## src/rtl/fifo_pkt_pkg.sv

```systemverilog
// ----------------------------------------------------------------------------
// fifo_pkt_pkg
// Definitions shared by the packet writer and the read-side depacketizer:
//   - pkt_state_e : framing FSM states (CKS only reachable with the
//                   FIFO_PKT_CKSUM_EN build option)
//   - WIDTH_DEF / LEN_W_DEF / CNT_W_DEF : default widths, so both ends agree
//   - hdr_encode  : header word encoding (payload length, zero-extended)
// ----------------------------------------------------------------------------
package fifo_pkt_pkg;

    localparam int WIDTH_DEF = 8;   // FIFO data width
    localparam int LEN_W_DEF = 4;   // payload length field width
    localparam int CNT_W_DEF = 16;  // completed-packet counter width

    // Header words are built at this width and then cut down to the FIFO
    // width, so one function serves every WIDTH >= LEN_W configuration.
    localparam int HDR_W = 32;

    typedef enum logic [1:0] {
        IDLE = 2'd0,
        HDR  = 2'd1,
        PAY  = 2'd2,
        CKS  = 2'd3
    } pkt_state_e;

    // Header word = payload length in the low bits, upper bits zero. The
    // depacketizer reads the length back from the low LEN_W bits.
    function automatic logic [HDR_W-1:0] hdr_encode(input logic [HDR_W-1:0] len);
        return len;
    endfunction

endpackage

```

## src/rtl/fifo_pkt_writer_if.sv

```systemverilog
// ----------------------------------------------------------------------------
// fifo_pkt_writer_if
// Bundles the packet command, payload stream and FIFO write port of the
// packet writer.
//   master modport : the packet writer (drives s_ready, wr, wr_data, status)
//   slave  modport : the surrounding logic (drives command, payload, full)
// Signals:
//   pkt_start, pkt_len   packet command (one-cycle strobe + payload length)
//   s_valid, s_data      payload stream, s_ready back-pressure
//   full                 FIFO full flag (w_clk domain, registered)
//   wr, wr_data          FIFO write port
//   busy, pkt_done, cmd_err, pkt_cnt   status
// ----------------------------------------------------------------------------
interface fifo_pkt_writer_if
    import fifo_pkt_pkg::*;
#(
    parameter int WIDTH = WIDTH_DEF,
    parameter int LEN_W = LEN_W_DEF,
    parameter int CNT_W = CNT_W_DEF
) ();

    logic             pkt_start;
    logic [LEN_W-1:0] pkt_len;
    logic             s_valid;
    logic [WIDTH-1:0] s_data;
    logic             s_ready;
    logic             full;
    logic             wr;
    logic [WIDTH-1:0] wr_data;
    logic             busy;
    logic             pkt_done;
    logic             cmd_err;
    logic [CNT_W-1:0] pkt_cnt;

    modport master (
        input  pkt_start, pkt_len, s_valid, s_data, full,
        output s_ready, wr, wr_data, busy, pkt_done, cmd_err, pkt_cnt
    );

    modport slave (
        output pkt_start, pkt_len, s_valid, s_data, full,
        input  s_ready, wr, wr_data, busy, pkt_done, cmd_err, pkt_cnt
    );

endinterface

```

## src/rtl/fifo_pkt_writer.sv

```systemverilog
// ----------------------------------------------------------------------------
// fifo_pkt_writer
// Frames a payload stream into length-prefixed packets on the write port of
// the async FIFO: one header word (payload length), N payload words and,
// with FIFO_PKT_CKSUM_EN defined, one trailer word holding the XOR of the
// payload. Honours the FIFO full flag; never writes while full is high.
//
// Build option:
//   FIFO_PKT_CKSUM_EN  append the XOR checksum trailer (CKS state)
//
// Ports:
//   w_clk   write-domain clock
//   w_rst   asynchronous active-low reset
//   bus     fifo_pkt_writer_if.master (command, payload, FIFO port, status)
//
// Parameters must match those of the connected interface; WIDTH >= LEN_W.
// ----------------------------------------------------------------------------
module fifo_pkt_writer
    import fifo_pkt_pkg::*;
#(
    parameter int WIDTH = WIDTH_DEF,
    parameter int LEN_W = LEN_W_DEF,
    parameter int CNT_W = CNT_W_DEF
) (
    input  logic                w_clk,
    input  logic                w_rst,
    fifo_pkt_writer_if.master   bus
);

    pkt_state_e       state_q, state_d;
    logic [LEN_W-1:0] rem_q, rem_d;       // payload words still to write
    logic             busy_q;
    logic             done_q, done_d;
    logic             err_q, err_d;
    logic [CNT_W-1:0] cnt_q;

`ifdef FIFO_PKT_CKSUM_EN
    logic [WIDTH-1:0] cks_q, cks_d;       // running XOR of written payload
`endif

    // ------------------------------------------------------------------
    // Next state and FIFO / stream handshake. wr, s_ready and wr_data are
    // combinational so a stall costs no extra cycle when full drops.
    // ------------------------------------------------------------------
    always_comb begin
        // NOTE: every signal gets a default before the case so no path can
        // leave it unassigned, which would otherwise infer a latch.
        state_d     = state_q;
        rem_d       = rem_q;
        done_d      = 1'b0;
        err_d       = 1'b0;
        bus.wr      = 1'b0;
        bus.s_ready = 1'b0;
        bus.wr_data = '0;
`ifdef FIFO_PKT_CKSUM_EN
        cks_d       = cks_q;
`endif

        // A command while a packet is running is rejected; the running
        // packet carries on untouched.
        if (bus.pkt_start && (state_q != IDLE)) begin
            err_d = 1'b1;
        end

        case (state_q)
            IDLE: begin
                if (bus.pkt_start) begin
                    if (bus.pkt_len != '0) begin
                        rem_d   = bus.pkt_len;
                        state_d = HDR;
`ifdef FIFO_PKT_CKSUM_EN
                        cks_d   = '0;
`endif
                    end else begin
                        err_d = 1'b1;
                    end
                end
            end

            HDR: begin
                // rem still holds the commanded length in this state.
                bus.wr      = !bus.full;
                bus.wr_data = WIDTH'(hdr_encode(HDR_W'(rem_q)));
                if (!bus.full) begin
                    state_d = PAY;
                end
            end

            PAY: begin
                bus.s_ready = !bus.full;
                bus.wr_data = bus.s_data;
                if (bus.s_valid && !bus.full) begin
                    bus.wr = 1'b1;
                    rem_d  = rem_q - 1'b1;
`ifdef FIFO_PKT_CKSUM_EN
                    cks_d  = cks_q ^ bus.s_data;
`endif
                    if (rem_q == LEN_W'(1)) begin
`ifdef FIFO_PKT_CKSUM_EN
                        state_d = CKS;
`else
                        state_d = IDLE;
                        done_d  = 1'b1;
`endif
                    end
                end
            end

`ifdef FIFO_PKT_CKSUM_EN
            CKS: begin
                bus.wr      = !bus.full;
                bus.wr_data = cks_q;
                if (!bus.full) begin
                    state_d = IDLE;
                    done_d  = 1'b1;
                end
            end
`endif

            default: begin
                state_d = IDLE;
            end
        endcase
    end

    // ------------------------------------------------------------------
    // State registers. A reset mid-packet simply drops back to IDLE; the
    // partial packet is abandoned and no trailer is written.
    // ------------------------------------------------------------------
    always_ff @(posedge w_clk or negedge w_rst) begin
        // NOTE: sequential state uses non-blocking assignments so every
        // register samples the pre-edge values of the others.
        if (!w_rst) begin
            state_q <= IDLE;
            rem_q   <= '0;
            busy_q  <= 1'b0;
            done_q  <= 1'b0;
            err_q   <= 1'b0;
            cnt_q   <= '0;
        end else begin
            state_q <= state_d;
            rem_q   <= rem_d;
            busy_q  <= (state_d != IDLE);
            done_q  <= done_d;
            err_q   <= err_d;
            // Counter moves on the same edge that raises pkt_done, so the
            // new count is visible together with the pulse; wraps naturally.
            if (done_d) begin
                cnt_q <= cnt_q + 1'b1;
            end
        end
    end

`ifdef FIFO_PKT_CKSUM_EN
    always_ff @(posedge w_clk or negedge w_rst) begin
        if (!w_rst) begin
            cks_q <= '0;
        end else begin
            cks_q <= cks_d;
        end
    end
`endif

    assign bus.busy     = busy_q;
    assign bus.pkt_done = done_q;
    assign bus.cmd_err  = err_q;
    assign bus.pkt_cnt  = cnt_q;

endmodule
```

## src/flat_wrapper.sv

```systemverilog
// flat-port wrapper written by rule: the top's interface ports become plain ports
module fifo_pkt_writer_flat import fifo_pkt_pkg::*;
#(
    parameter int WIDTH = WIDTH_DEF,
    parameter int LEN_W = LEN_W_DEF,
    parameter int CNT_W = CNT_W_DEF
)
  (w_clk, w_rst, bus_pkt_start, bus_pkt_len, bus_s_valid, bus_s_data, bus_full, bus_s_ready, bus_wr, bus_wr_data, bus_busy, bus_pkt_done, bus_cmd_err, bus_pkt_cnt);
  fifo_pkt_writer_if #(.WIDTH(WIDTH), .LEN_W(LEN_W), .CNT_W(CNT_W)) bus_i ();
  input  logic w_clk;
  input  logic w_rst;
  input wire logic [$bits(bus_i.pkt_start)-1:0] bus_pkt_start;
  input wire logic [$bits(bus_i.pkt_len)-1:0] bus_pkt_len;
  input wire logic [$bits(bus_i.s_valid)-1:0] bus_s_valid;
  input wire logic [$bits(bus_i.s_data)-1:0] bus_s_data;
  input wire logic [$bits(bus_i.full)-1:0] bus_full;
  output wire logic [$bits(bus_i.s_ready)-1:0] bus_s_ready;
  output wire logic [$bits(bus_i.wr)-1:0] bus_wr;
  output wire logic [$bits(bus_i.wr_data)-1:0] bus_wr_data;
  output wire logic [$bits(bus_i.busy)-1:0] bus_busy;
  output wire logic [$bits(bus_i.pkt_done)-1:0] bus_pkt_done;
  output wire logic [$bits(bus_i.cmd_err)-1:0] bus_cmd_err;
  output wire logic [$bits(bus_i.pkt_cnt)-1:0] bus_pkt_cnt;
  assign bus_i.pkt_start = bus_pkt_start;
  assign bus_i.pkt_len = bus_pkt_len;
  assign bus_i.s_valid = bus_s_valid;
  assign bus_i.s_data = bus_s_data;
  assign bus_i.full = bus_full;
  assign bus_s_ready = bus_i.s_ready;
  assign bus_wr = bus_i.wr;
  assign bus_wr_data = bus_i.wr_data;
  assign bus_busy = bus_i.busy;
  assign bus_pkt_done = bus_i.pkt_done;
  assign bus_cmd_err = bus_i.cmd_err;
  assign bus_pkt_cnt = bus_i.pkt_cnt;
  fifo_pkt_writer #(.WIDTH(WIDTH), .LEN_W(LEN_W), .CNT_W(CNT_W)) u_core (.w_clk(w_clk), .w_rst(w_rst), .bus(bus_i));
endmodule
```

## config.mk

```make
export PLATFORM = sky130hd
export DESIGN_NAME = fifo_pkt_writer_flat
export DESIGN_NICKNAME = d
export VERILOG_FILES = /design/src/rtl/fifo_pkt_pkg.sv /design/src/rtl/fifo_pkt_writer_if.sv /design/src/rtl/fifo_pkt_writer.sv /design/src/flat_wrapper.sv
export SDC_FILE = /design/constraint.sdc
export NUM_CORES = 1
export LEC_CHECK = 0
export BUFFER_PORTS_ARGS = -buffer_cell sky130_fd_sc_hd__clkbuf_2
export CAP_MARGIN = 0
export CORE_UTILIZATION = 45
export CTS_BUF_LIST = sky130_fd_sc_hd__clkbuf_16
export CTS_CLUSTER_DIAMETER = 30
export DETAILED_ROUTE_END_ITERATION = 8
export PLACE_DENSITY = 0.71
export SYNTH_ARGS = -nofsm -noshare
export SYNTH_HDL_FRONTEND = slang
export SYNTH_SLANG_ARGS = --single-unit
```

## constraint.sdc

```tcl
create_clock -name w_clk -period 1.6 [get_ports w_clk]
set_input_delay 0.16 -clock w_clk [delete_from_list [all_inputs] [get_ports w_clk]]
set_output_delay 0.16 -clock w_clk [all_outputs]
set_load 0.005 [all_outputs]
```

# Word level (Yosys, flattened, before mapping)
# Cells that the tools add are included.
# totals
output_inout_bits,29
reg_bits,25
ram_bits,0
memories,0
rom_bits,0
wordCells,44
inputBits,17
latchBits,0
# classes
add_sub_neg,2
n_mul,0
div_mod_pow,0
order_cmp,0
eq_ne,6
n_reduce_logical,9
n_mux,21
bitwise,0
shifts,0
# op_table
cell,count
adder 16 x 1 -> 16 bit (second input constant),1
case mux 8 bit (2 select lines),1
2-to-1 mux 4 bit,3
2-to-1 mux 2 bit,5
2-to-1 mux 1 bit,9
case mux 4 bit (2 select lines),1
case mux 2 bit (3 select lines),1
nonzero test 2 bit,3
equality test 4 x 1 -> 1 bit (second input constant),1
inequality test 2 x 1 -> 1 bit (second input constant),2
AND reduction 4 bit,1
nonzero test 4 bit,1
subtractor 4 x 1 -> 4 bit (second input constant),1
equality test 2 x 1 -> 1 bit (second input constant),1
equality test 2 bit (second input constant),1
logical AND 1 bit,2
logical NOT 2 bit,1
inequality test 2 bit (second input constant),1
case mux 1 bit (2 select lines),1
logical NOT 1 bit,1

# Depth between registers and ports, before layout
# logic_depth
ltp_word,6
ltp_mapped,7

# Worst setup path before layout
# Ideal clock, no wire load.
# synth_timing
kind,register to output
from,reg u_core.state_q[0]
to,out bus_wr
t_arrival_ns,1.534
setup_slack_ns,-0.094
n_path_buf,2
path_stages_with_launch,7
path_cell_list,dfrtp_1 inv_1 ha_1 clkbuf_1 clkbuf_1 a21oi_1 nor3b_1
# synth_between
elab_chain_cells,2
word_cells_on_any_way,3
cone_classes,2 x eq/ne; 1 x mux
# synth_rtl
element,line,text
start: declaration,fifo_pkt_writer.sv:30,"pkt_state_e state_q, state_d;"
start signal: assignment,fifo_pkt_writer.sv:141,state_q <= state_d;
equality test 2 bit / equality test 2 x 1 -> 1 bit (equally long branches),fifo_pkt_writer.sv:65,case (state_q)
case mux 1 bit (2 select lines) (*),fifo_pkt_writer.sv:65,
end: declaration,flat_wrapper.sv:18,output wire logic [$bits(bus_i.wr)-1:0] bus_wr;
# Every way passes the cells marked *; elsewhere a longest branch is shown, timed or not.

# Worst setup path after layout
# layout_timing
from,reg u_core.state_q[0]
to,reg u_core.rem_q[3]
# layout_between
elab_chain_cells,3
word_cells_on_any_way,8
cone_classes,4 x eq/ne; 1 x mux; 3 x reduce/logical
# layout_rtl
element,line,text
equality test 2 bit / logical NOT 2 bit (equally long branches),fifo_pkt_writer.sv:65,
inequality test 2 x 1 -> 1 bit (no source line) (tied with other cells),-,
AND reduction 4 bit (no source line),-,
end signal: assignment,fifo_pkt_writer.sv:142,rem_q <= rem_d;
end: declaration,fifo_pkt_writer.sv:31,"logic [LEN_W-1:0] rem_q, rem_d;"
# Parallel ways exist; a longest one is shown, timed or not.
# A chain may end at the register's enable or synchronous reset.

==> results.cfg <==
[critical_path]
critical_path.max_fanout = 8
r2r-start = u_core.state_q[0]
crit_path_end_kind = flip-flop
cp_slowest_cell = sky130_fd_sc_hd__dfrtp_1
arrival_ps = 1820
worstSetupStartpoint = u_core.state_q[0]
r2r_setup_slack_ps = -30
crit_path_cell_trace = inv_2 > buf_4 > ha_4 > nor2_1 > a221o_2 > nor4b_2 > a211o_1
slowest_delay_ps = 390
reg2reg_depth = 7
regToRegEndpoint = u_core.rem_q[3]
required_ps = 1790
worst_setup_path_endpoint = u_core.rem_q[3]
setup.worst_path.class = reg -> reg
crit_path_start_kind = flip-flop

[yosys]
synth_simple_gate_area_share = 0.229
yosysWarnings = 0
async_reset_ff_frac = 1.00
synth_area_um2 = 1420
synth_top_family_by_area = simple AND/OR/NAND/NOR gates
ys_seq_elements = 25
synth.lib_cells_used.distinct = 39
ys_dominant_reg_cell = sky130_fd_sc_hd__dfrtp_1
synth_sequential_area_ratio = 0.440
syn_avg_cell_area_um2 = 9.87
synth_compound_gate_area_share = 0.137
synth_largest_type_area_fraction = 0.440
synth_enable_flop_cells = 0
yosys-mux-area-fraction = 0
synth-adder-area-share = 0.0616
synthesis.instances = 144
synthXorXnorAreaFrac = 0.0924
synth_nets = 168
netlist.top_cell.by_area = sky130_fd_sc_hd__dfrtp_1
post_synth_main_area_contributors = sky130_fd_sc_hd__dfrtp_1 44%, sky130_fd_sc_hd__ha_1 6.2%, sky130_fd_sc_hd__xor2_1 4.9%

[timing]
timing.final.hold_violations = 0
grt_setup_unrepaired = yes
fin_crit_sh = 1.02
layout_setup_ws_ps = -26.8
clock.fmax_ghz = 0.615
relative_max_transition_margin = 0.586
worstMarginPinSlew_ps = 621
layout_min_cycle_time_ps = 1630
finalMaxSlewViolations = 0
whs_ps = 186
report.final.setup_viol = 2
finClkSkew_ps = 3.13

[job]
cap_viol_max_count = 0

[die]
chipHeight_um = 58.2
coreArea_um2 = 3030
dieArea_um2 = 3390
initial_core_util = 0.469
core.rowCount = 20
die_span_x_um = 58.2
ios = 46

[clock_network]
clock_tree_root_driver_cell = sky130_fd_sc_hd__clkbuf_16
maximum_level_of_the_cts_h_tree = 1
clock_tree.buffer_depth = 2
clkTransAtPathRegs_ps = 60
tritoncts = done
clock_latency_ps = 250
numCtsBuffers = 3
clock_sink_count = 25

[place]
io_buffers = 45
gp_congestion = 0.845
dp_hpwl_mm = 2.34
place_inst = 241

[final_layout]
design.final.nets = 232
final_common_cell = sky130_fd_sc_hd__clkbuf_2
finalNonFillerCells = 251
final_layout_size_suffix_gt1_frac = 0.425
n_antenna_cell = 0
layout.cells.most_common_list = 45 x sky130_fd_sc_hd__clkbuf_2, 25 x sky130_fd_sc_hd__dfrtp_1, 13 x sky130_fd_sc_hd__nand2_1, 13 x sky130_fd_sc_hd__buf_4
area.growth.synth_to_final_pct = 43.1
filler_cell_count = 242

[outcome]
result_of_the_run = finished with violations
violations = negative setup slack

[hold_path]
holdCritPathClass = in -> reg
hold_path_stages = 2

[pwr]
report.power.total_mw = 2.55
vdd_ir_drop_max_v = 0.000973
power_leakage_nw = 1.02
powerDensity_nw_per_um2 = 1260

[global_routing]
grt_max_degree = 26
grt_pass1_wl_mm = 4.93
groute.usage.overall = 0.191
globalRoute.totalOverflow = 0
first_global_vias = 1102
antenna_found_initial = 0

[route]
vias = 1271
dr.first_iter.drc_count = 38
final_ant_viol_nets = 0
drc = 0
routedWlPerCell_um = 13.2
vias_per_cell = 5.06
drt-total-wl_mm = 3.31
dr.pass1.iters = 5
-- registers in the layout, summed over array words and instances (netlist names) --
signal / cells
u_core.bus.pkt_cnt: 16
u_core.bus.cmd_err: 1
u_core.bus.pkt_done: 1
u_core.rem_q: 4
u_core.bus.busy: 1
u_core.state_q: 2
-- synth_stat cells (2+ instances only) --
cell type and number:
sky130_fd_sc_hd__nor2b_1 6, sky130_fd_sc_hd__nand2b_1 3, sky130_fd_sc_hd__o21ai_0 6, sky130_fd_sc_hd__and4_1 2
sky130_fd_sc_hd__nand3_1 4, sky130_fd_sc_hd__inv_1 10, sky130_fd_sc_hd__nand2_1 13, sky130_fd_sc_hd__nor2_1 10
sky130_fd_sc_hd__nor3_1 2, sky130_fd_sc_hd__and2_1 4, sky130_fd_sc_hd__a22oi_1 4, sky130_fd_sc_hd__a21oi_1 3
sky130_fd_sc_hd__xnor2_1 7, sky130_fd_sc_hd__ha_1 7, sky130_fd_sc_hd__nand4_1 5, sky130_fd_sc_hd__dfrtp_1 25
sky130_fd_sc_hd__xor2_1 8, sky130_fd_sc_hd__and3_1 2, sky130_fd_sc_hd__clkbuf_1 2, sky130_fd_sc_hd__a211o_1 2
-- worst min path at each step --
stage | slack (ps) | startpoint | to
after floorplan | -140 | w_rst | u_core.bus.busy
after global placement | 200 | w_rst | u_core.state_q[1]
after detailed placement | 210 | w_rst | u_core.state_q[1]
after CTS | 180 | bus_pkt_start | u_core.bus.cmd_err
after global routing | 180 | bus_pkt_start | u_core.bus.cmd_err
final | 190 | bus_pkt_start | u_core.bus.cmd_err
-- area by class of cell --
class	instances	area, um^2	area share
multi-input cells	106	871	0.428
flip-flops and latches	25	626	0.308
repair buffers	62	367	0.180
clock buffers	3	75.1	0.0369
well taps	44	55.1	0.0271
inverters	10	37.5	0.0185
clock inverters	1	3.75	0.00185
-- kinds of logic (layout without fill, tap and decap cells) --
kind of cell,count (synthesis),after routing
simple gates,58,58
compound gates,26,26
flops,25,25
xor+xnor,15,15
buf+inv,13,76
fa+ha+maj,7,7
-- power by group --
part | internal [mW] | switching (mW)
registers | 0.737 | 0.0894
clock network | 0.334 | 0.204
logic | 0.612 | 0.579
total | 1.68 | 0.872
-- worst max-delay path, delay by kind of cell, from the launching register on --
| kind | cells | cell delay [ps] |
|---|---|---|
| AO/OA/AOI/OAI | 2 | 520 |
| adder cells (fa/ha/maj) | 1 | 130 |
| buffers and inverters | 2 | 210 |
| flip-flops | 1 | 390 |
| AND/OR/NAND/NOR | 2 | 320 |
-- repair_timing --
action	in CTS	in global routing
hold endpoints to repair	25	0
hold buffers	1	0
endpoints found under the setup margin	11	20
buffers inserted	1	4
pin swaps	0	6
gates cloned	0	0
gates resized for setup	7	19
-- metal layers --
layer / track usage / share of wire
met1: 0.259 / 0.45
met4: 0.0544 / 0.017
met2: 0.302 / 0.50
met5: 0 / 0
met3: 0.0491 / 0.030
-- stage by stage --
step	setup slack (ps)	instance area (um^2)	setup TNS, ps	util
floorplan	12.6	1450	0	-
global placement	20.4	1800	0	0.593
detailed placement	-45.7	1800	-81.1	0.593
CTS	-23.9	1920	-23.9	0.635
global route	-119	2030	-949	0.672
finish	-26.8	2030	-37.6	0.672
Power figures use the tool's default switching activity.
